**src/rtl/ifm_ld_pkg.sv**
```systemverilog
// Shared types and width helpers for the input-feature-map load controller.
package ifm_ld_pkg;

  typedef enum logic [2:0] {
    StIdle,
    StWaitBuf,
    StIssue,
    StDrain,
    StDone
  } ifm_state_e;

  localparam logic [1:0] AXI_BURST_INCR = 2'b01;

  // Bits needed to hold the values 0 .. n-1.
  function automatic int unsigned cnt_w(input int unsigned n);
    return (n > 1) ? $clog2(n) : 1;
  endfunction

  // Bits needed to hold the values 0 .. n.
  function automatic int unsigned lvl_w(input int unsigned n);
    return (n > 0) ? $clog2(n + 1) : 1;
  endfunction

endpackage

```
**src/rtl/ifm_tile_addr.sv**
```systemverilog
// Burst/row/tile position counters and the AXI byte address of the current burst.
module ifm_tile_addr #(
  parameter int unsigned AW        = 32,
  parameter int unsigned DW        = 32,
  parameter int unsigned IW        = 224,
  parameter int unsigned IH        = 224,
  parameter int unsigned TILE_W    = 32,
  parameter int unsigned TILE_H    = 7,
  parameter int unsigned BURST_LEN = 16
) (
  input  logic          clk,
  input  logic          rst_n,
  input  logic          load_i,
  input  logic [AW-1:0] base_i,
  input  logic          step_burst_i,
  input  logic          step_tile_i,
  output logic [AW-1:0] araddr_o,
  output logic          tile_last_burst_o,
  output logic          map_last_tile_o
);
  import ifm_ld_pkg::*;

  localparam int unsigned ROW_BURSTS = TILE_W / BURST_LEN;
  localparam int unsigned TX         = IW / TILE_W;
  localparam int unsigned TY         = IH / TILE_H;
  localparam int unsigned BPW        = DW / 8;
  localparam int unsigned BW         = cnt_w(ROW_BURSTS);
  localparam int unsigned RW         = cnt_w(TILE_H);
  localparam int unsigned XW         = cnt_w(TX);
  localparam int unsigned YW         = cnt_w(TY);

  logic [AW-1:0] base_q, base_d;
  logic [BW-1:0] b_q, b_d;
  logic [RW-1:0] r_q, r_d;
  logic [XW-1:0] tx_q, tx_d;
  logic [YW-1:0] ty_q, ty_d;
  logic          b_last, r_last, tx_last, ty_last;
  logic [AW-1:0] row, col;

  assign b_last  = (b_q == BW'(ROW_BURSTS - 1));
  assign r_last  = (r_q == RW'(TILE_H - 1));
  assign tx_last = (tx_q == XW'(TX - 1));
  assign ty_last = (ty_q == YW'(TY - 1));

  assign tile_last_burst_o = b_last & r_last;
  assign map_last_tile_o   = tx_last & ty_last;

  always_comb begin
    base_d = base_q;
    b_d    = b_q;
    r_d    = r_q;
    tx_d   = tx_q;
    ty_d   = ty_q;
    if (load_i) begin
      base_d = base_i;
      b_d    = '0;
      r_d    = '0;
      tx_d   = '0;
      ty_d   = '0;
    end else if (step_tile_i) begin
      b_d = '0;
      r_d = '0;
      if (tx_last) begin
        tx_d = '0;
        ty_d = ty_last ? '0 : ty_q + YW'(1);
      end else begin
        tx_d = tx_q + XW'(1);
      end
    end else if (step_burst_i) begin
      // Wraps to the tile origin after the last burst, so the next tile starts at b=r=0.
      if (b_last) begin
        b_d = '0;
        r_d = r_last ? '0 : r_q + RW'(1);
      end else begin
        b_d = b_q + BW'(1);
      end
    end
  end

  always_ff @(posedge clk) begin
    if (!rst_n) begin
      base_q <= '0;
      b_q    <= '0;
      r_q    <= '0;
      tx_q   <= '0;
      ty_q   <= '0;
    end else begin
      base_q <= base_d;
      b_q    <= b_d;
      r_q    <= r_d;
      tx_q   <= tx_d;
      ty_q   <= ty_d;
    end
  end

  assign row      = AW'(ty_q) * AW'(TILE_H) + AW'(r_q);
  assign col      = AW'(tx_q) * AW'(TILE_W) + AW'(b_q) * AW'(BURST_LEN);
  assign araddr_o = base_q + (row * AW'(IW) + col) * AW'(BPW);

endmodule

```
**src/rtl/ifm_load_ctrl.sv**
```systemverilog
// Issues AXI read bursts tile by tile for one input feature map, capping outstanding bursts.
// Optional IFM_LOAD_PERF_EN adds saturating stall and buffer-wait cycle counters.
module ifm_load_ctrl #(
  parameter int unsigned AW        = 32,
  parameter int unsigned DW        = 32,
  parameter int unsigned IW        = 224,
  parameter int unsigned IH        = 224,
  parameter int unsigned TILE_W    = 32,
  parameter int unsigned TILE_H    = 7,
  parameter int unsigned BURST_LEN = 16,
  parameter int unsigned MAX_OS    = 4
) (
  input  logic          clk,
  input  logic          rst_n,
  input  logic          start_i,
  input  logic [AW-1:0] base_addr_i,
  input  logic          buf_free_i,
  output logic          busy_o,
  output logic          tile_done_o,
  output logic          map_done_o,
  output logic [AW-1:0] araddr_o,
  output logic [7:0]    arlen_o,
  output logic [1:0]    arburst_o,
  output logic          arvalid_o,
  input  logic          arready_i,
  input  logic          rlast_hs_i,
`ifdef IFM_LOAD_PERF_EN
  output logic [31:0]   stall_cnt_o,
  output logic [31:0]   bufwait_cnt_o,
`endif
  output logic          err_o
);
  import ifm_ld_pkg::*;

  localparam int unsigned OSW = lvl_w(MAX_OS);

  ifm_state_e     state_q, state_d;
  logic [OSW-1:0] os_q, os_d;
  logic           arvalid_q, arvalid_d;
  logic           err_q, err_d;
  logic           load, step_tile, ar_hs, os_dec, os_room;
  logic           tile_last_burst, map_last_tile;

  assign ar_hs  = arvalid_q & arready_i;
  assign os_dec = rlast_hs_i & (os_q != '0);
  assign os_d   = os_q + OSW'(ar_hs) - OSW'(os_dec);
  // Request decision ignores this cycle's rlast credit; it is seen one cycle later.
  assign os_room = (32'(os_q) + 32'(ar_hs)) < MAX_OS;
  assign err_d   = (load ? 1'b0 : err_q) | (rlast_hs_i & (os_q == '0));

  always_comb begin
    state_d     = state_q;
    arvalid_d   = 1'b0;
    load        = 1'b0;
    step_tile   = 1'b0;
    tile_done_o = 1'b0;
    map_done_o  = 1'b0;
    case (state_q)
      StIdle: begin
        if (start_i) begin
          load    = 1'b1;
          state_d = StWaitBuf;
        end
      end
      StWaitBuf: begin
        if (buf_free_i) begin
          state_d   = StIssue;
          arvalid_d = os_room;
        end
      end
      StIssue: begin
        if (ar_hs && tile_last_burst) begin
          state_d = StDrain;
        end else begin
          arvalid_d = os_room;
        end
      end
      StDrain: begin
        if (os_q == '0) begin
          tile_done_o = 1'b1;
          if (map_last_tile) begin
            state_d = StDone;
          end else begin
            step_tile = 1'b1;
            state_d   = StWaitBuf;
          end
        end
      end
      StDone: begin
        map_done_o = 1'b1;
        state_d    = StIdle;
      end
      default: state_d = StIdle;
    endcase
  end

  always_ff @(posedge clk) begin
    if (!rst_n) begin
      state_q   <= StIdle;
      os_q      <= '0;
      arvalid_q <= 1'b0;
      err_q     <= 1'b0;
    end else begin
      state_q   <= state_d;
      os_q      <= os_d;
      arvalid_q <= arvalid_d;
      err_q     <= err_d;
    end
  end

  ifm_tile_addr #(
    .AW        (AW),
    .DW        (DW),
    .IW        (IW),
    .IH        (IH),
    .TILE_W    (TILE_W),
    .TILE_H    (TILE_H),
    .BURST_LEN (BURST_LEN)
  ) u_tile_addr (
    .clk               (clk),
    .rst_n             (rst_n),
    .load_i            (load),
    .base_i            (base_addr_i),
    .step_burst_i      (ar_hs),
    .step_tile_i       (step_tile),
    .araddr_o          (araddr_o),
    .tile_last_burst_o (tile_last_burst),
    .map_last_tile_o   (map_last_tile)
  );

  assign busy_o    = (state_q != StIdle);
  assign arvalid_o = arvalid_q;
  assign arlen_o   = 8'(BURST_LEN - 1);
  assign arburst_o = AXI_BURST_INCR;
  assign err_o     = err_q;

`ifdef IFM_LOAD_PERF_EN
  logic [31:0] stall_cnt_q, bufwait_cnt_q;
  logic        stall_inc, bufwait_inc;

  assign stall_inc   = (state_q == StIssue) &&
                       ((arvalid_q && !arready_i) || (os_q == OSW'(MAX_OS)));
  assign bufwait_inc = (state_q == StWaitBuf) && !buf_free_i;

  always_ff @(posedge clk) begin
    if (!rst_n || load) begin
      stall_cnt_q   <= '0;
      bufwait_cnt_q <= '0;
    end else begin
      if (stall_inc && (stall_cnt_q != '1)) stall_cnt_q <= stall_cnt_q + 32'd1;
      if (bufwait_inc && (bufwait_cnt_q != '1)) bufwait_cnt_q <= bufwait_cnt_q + 32'd1;
    end
  end

  assign stall_cnt_o   = stall_cnt_q;
  assign bufwait_cnt_o = bufwait_cnt_q;
`endif

endmodule

```
**config.mk**
```make
export PLATFORM = sky130hd
export DESIGN_NAME = ifm_load_ctrl
export DESIGN_NICKNAME = d
export VERILOG_FILES = /design/src/rtl/ifm_ld_pkg.sv /design/src/rtl/ifm_tile_addr.sv /design/src/rtl/ifm_load_ctrl.sv
export SDC_FILE = /design/constraint.sdc
export NUM_CORES = 1
export LEC_CHECK = 0
export BUFFER_PORTS_ARGS = -buffer_cell sky130_fd_sc_hd__buf_2
export CORE_MARGIN = 2
export CORE_UTILIZATION = 50
export DETAILED_ROUTE_END_ITERATION = 7
export PLACE_DENSITY = 0.75
export SETUP_SLACK_MARGIN = 0.15
export SLEW_MARGIN = 20
export SYNTH_ARGS = -nofsm -noshare
export SYNTH_HDL_FRONTEND = slang
export SYNTH_HIERARCHICAL = 1
export SYNTH_SLANG_ARGS = --single-unit
```
**constraint.sdc**
```tcl
create_clock -name clk -period 7.4 [get_ports clk]
set_clock_uncertainty 0.2 [all_clocks]
set_input_delay 1.48 -clock clk [delete_from_list [all_inputs] [get_ports clk]]
set_output_delay 1.48 -clock clk [all_outputs]
set_load 0.01 [all_outputs]
```
==> impl_metrics.env <==
export IMPL_status="finished, violations left"
export IMPL_violations="negative setup slack"
export IMPL_drive_gt1_share_pct=40.3
export IMPL_wl_per_cell_um=16.7
export IMPL_hp_start="u_tile_addr/base_q[0]"
export IMPL_grt_pass1_vias=4499
export IMPL_design_area_um2=6680
export IMPL_crit_type="register to primary output"
export IMPL_cp_start_kind="register"
export IMPL_cp_required_ns=5.72
export IMPL_drtPass1Iterations=5
export IMPL_drv_slew=0
export IMPL_fillerInstances=633
export IMPL_grt_first_pass_wirelength_mm=19.9
export IMPL_power_leakage_uw=0.00324
export IMPL_reg2reg_from="u_tile_addr/ty_q[0]"
export IMPL_power_density_nw_per_um2=105
export IMPL_multi_input_area_um2=4070
export IMPL_clock_sinks=52
export IMPL_period_share_pct=109
export IMPL_cts_buffers=5
export IMPL_synthCells=543
export IMPL_syn_area_um2=4790
export IMPL_drcViolationCount=0
export IMPL_syn2layout_area_growth_pct=39.5
export IMPL_ant_nets=0
export IMPL_port_buffers=74
export IMPL_ir_drop_uv=81.7
export IMPL_routed_via_count=4562
export IMPL_max_freq_mhz=124
export IMPL_grt_overflow_total=0
export IMPL_critPathCaptureType="primary output"
export IMPL_grt_max_degree=40
export IMPL_ys_warn_count=6
export IMPL_io_pins=85
export IMPL_die_w_um=102
export IMPL_place_worst_setup_slack_ns=-0.464
export IMPL_dp_hpwl_mm=8.38
export IMPL_dieArea_um2=10400
export IMPL_crit_arrival_ns=6.37
export IMPL_insertion_delay_ns=0.32
export IMPL_cts_buffer_depth=2
export IMPL_min_delay_path_class="register to register"
export IMPL_avgSynthCellArea_um2=8.82
export IMPL_synth_edf_count=0
export IMPL_num_rows=35
export IMPL_drv_cap=0
export IMPL_n_antenna_cell=0
export IMPL_cts_root_buf="clkbuf_8"
export IMPL_post_route_min_period_ns=8.05
export IMPL_maxSlewHeadroom_pct=37.7
export IMPL_synth_cell_type_count=69
export IMPL_drt_iter0_drc=145
export IMPL_gp_congestion=0.863
export IMPL_viasPerCell=5.52
export IMPL_hold_violations=0
export IMPL_fin_ws_ns=-0.652
export IMPL_cts_tree="built"
export IMPL_wl_mm=13.8
export IMPL_die_h_um=102
export IMPL_ys_seq_area_share_pct=21.7
export IMPL_stdcell_count=827
export IMPL_gr_usage_all_layers_pct=23.7
export IMPL_path_common_cell="buf_4"
export IMPL_antenna_found_initial=0
export IMPL_register_area_um2=1050
export IMPL_crit_start="u_tile_addr/ty_q[2]"
export IMPL_core_region_area_um2=9280
export IMPL_setup_viol=18
export IMPL_async_flop_share_pct=0
export IMPL_h_tree_depth=2
export IMPL_synth_seq_cells=52
export IMPL_nNetsFinal=800
export IMPL_synth_ff_type="dfxtp_1"
export IMPL_worst_pin_slew_ns=0.926
export IMPL_start_util_pct=51.6
export IMPL_cp_max_fo=8
export IMPL_max_stage_delay_ns=0.54
export IMPL_placed_cell_area_um2=5760
export IMPL_dpl_cell_count=780
export IMPL_path_clk_slew_ns=0.11
export IMPL_hold_buffers=0
export IMPL_rsz0062_at_grt="yes"
export IMPL_cp_slowest_cell="fa_1"
## path summary, 6_finish.rpt
path	endpoint	cells after the start	slack (ns)
hold reg to reg	u_tile_addr/base_q[0]	2	0.33
hold / removal	u_tile_addr/base_q[0]	2	0.33
setup reg to reg	u_tile_addr/ty_q[2]	12	3.84
setup / recovery	araddr_o[25]	28	-0.65
## cells in the mapped netlist (all sizes together) (4+ instances only)
cell / count / area, um^2
inv: 39 / 146
nor2: 33 / 124
nor3b: 6 / 45.0
ha: 52 / 651
nand2: 23 / 86.3
a31oi: 5 / 37.5
nor3: 10 / 60.1
and2: 10 / 63.8
a21oi: 25 / 125
buf: 21 / 144
o21a: 6 / 45.0
dfxtp: 52 / 1040
nand4: 6 / 52.6
clkbuf: 11 / 41.3
fa: 13 / 260
mux2i: 33 / 330
nand3: 11 / 55.1
xnor2: 30 / 263
nor2b: 37 / 231
nand2b: 4 / 25.0
o21ai: 23 / 115
and3: 6 / 37.5
xor2: 15 / 131
a21o: 14 / 108
a211oi: 7 / 62.6
## per-stage QoR
stage	utilization [%]	hold WS (ns)	power [uW]	TNS, ns
floorplan	-	0.284	462	0
global placement	62.0	0.290	505	-2.72
detailed placement	62.0	0.305	515	-4.62
CTS	67.6	0.335	701	-6.22
global route	72.0	0.359	737	-12.89
finish	72.0	0.331	703	-9.34
## registers in the layout (all words and copies together) (netlist names)
signal	count
arvalid_o	1
state_q	3
u_tile_addr/ty_q	5
u_tile_addr/r_q	3
err_o	1
u_tile_addr/tx_q	3
u_tile_addr/b_last	1
u_tile_addr/base_q	32
os_q	3
## cell type report
| class | count | area share, % |
|---|---|---|
| clock buffer | 5 | 1.03 |
| clock inverter | 3 | 0.412 |
| inverter | 39 | 2.19 |
| multi-input combinational | 429 | 60.9 |
| sequential | 52 | 15.7 |
| tap | 129 | 2.42 |
| timing repair buffer | 170 | 17.4 |
## kinds of logic (layout without fill, tap and decap cells)
group / count (synthesis) / after routing / share of synthesized area, %
xor+xnor: 46 / 46 / 8.72
flops: 52 / 52 / 21.7
buf+inv: 71 / 217 / 6.92
mux: 33 / 33 / 6.89
fa+ha+maj: 65 / 65 / 19.0
other cells: 2 / 10 / 0.157
compound gates: 106 / 107 / 16.2
simple gates: 168 / 168 / 20.4
## timing repair
| action | CTS | global route |
|---|---|---|
| endpoints found under the setup margin | 19 | 19 |
| pin swaps | 52 | 31 |
| hold endpoints to repair | 0 | 0 |
| cloned | 1 | 0 |
| gates resized for setup | 61 | 38 |
| buffers inserted | 13 | 25 |
## power by group
group	internal (uW)	leakage [uW]	total, uW	switching [uW]
logic	95.3	0.00277	189	93.8
registers	304	0.000428	331	26.7
clock network	69.9	0.0000463	183	113
total	469	0.00324	703	233
## worst max-delay path: cells and delay by family, from the launching register on
family	cells	cell delay (ns)
AO/OA/AOI/OAI	10	1.69
XOR/XNOR	4	0.62
adder cells (fa/ha/maj)	6	2.12
buffers and inverters	7	1.06
flip-flops	1	0.36
AND/OR/NAND/NOR	1	0.20
## placed cells by master (no fill, tap or decap), types with 7 or more instances in the layout
master	count
buf_4	82
buf_2	74
dfxtp_1	48
ha_1	39
nor2b_1	36
inv_1	33
mux2i_1	33
nor2_1	29
xnor2_1	24
nand2_1	20
a21oi_1	16
a21o_1	12
buf_6	12
fa_1	11
xor2_1	11
ha_4	11
nand3_1	10
conb_1	10
a21oi_2	9
and2_1	8
o21ai_0	8
o21ai_2	8
nor3_1	7
## per-layer routing
| metal | part of all wire [%] | global-route usage, % | vias to the layer above |
|---|---|---|---|
| met5 | 0 | 0 | - |
| met1 | 40 | 27.5 | 2191 |
| met2 | 52 | 45.3 | 154 |
| li1 | - | - | 2182 |
| met3 | 4.8 | 3.76 | 35 |
| met4 | 2.7 | 5.95 | 0 |
No activity file was read; power rests on OpenSTA's default activity.
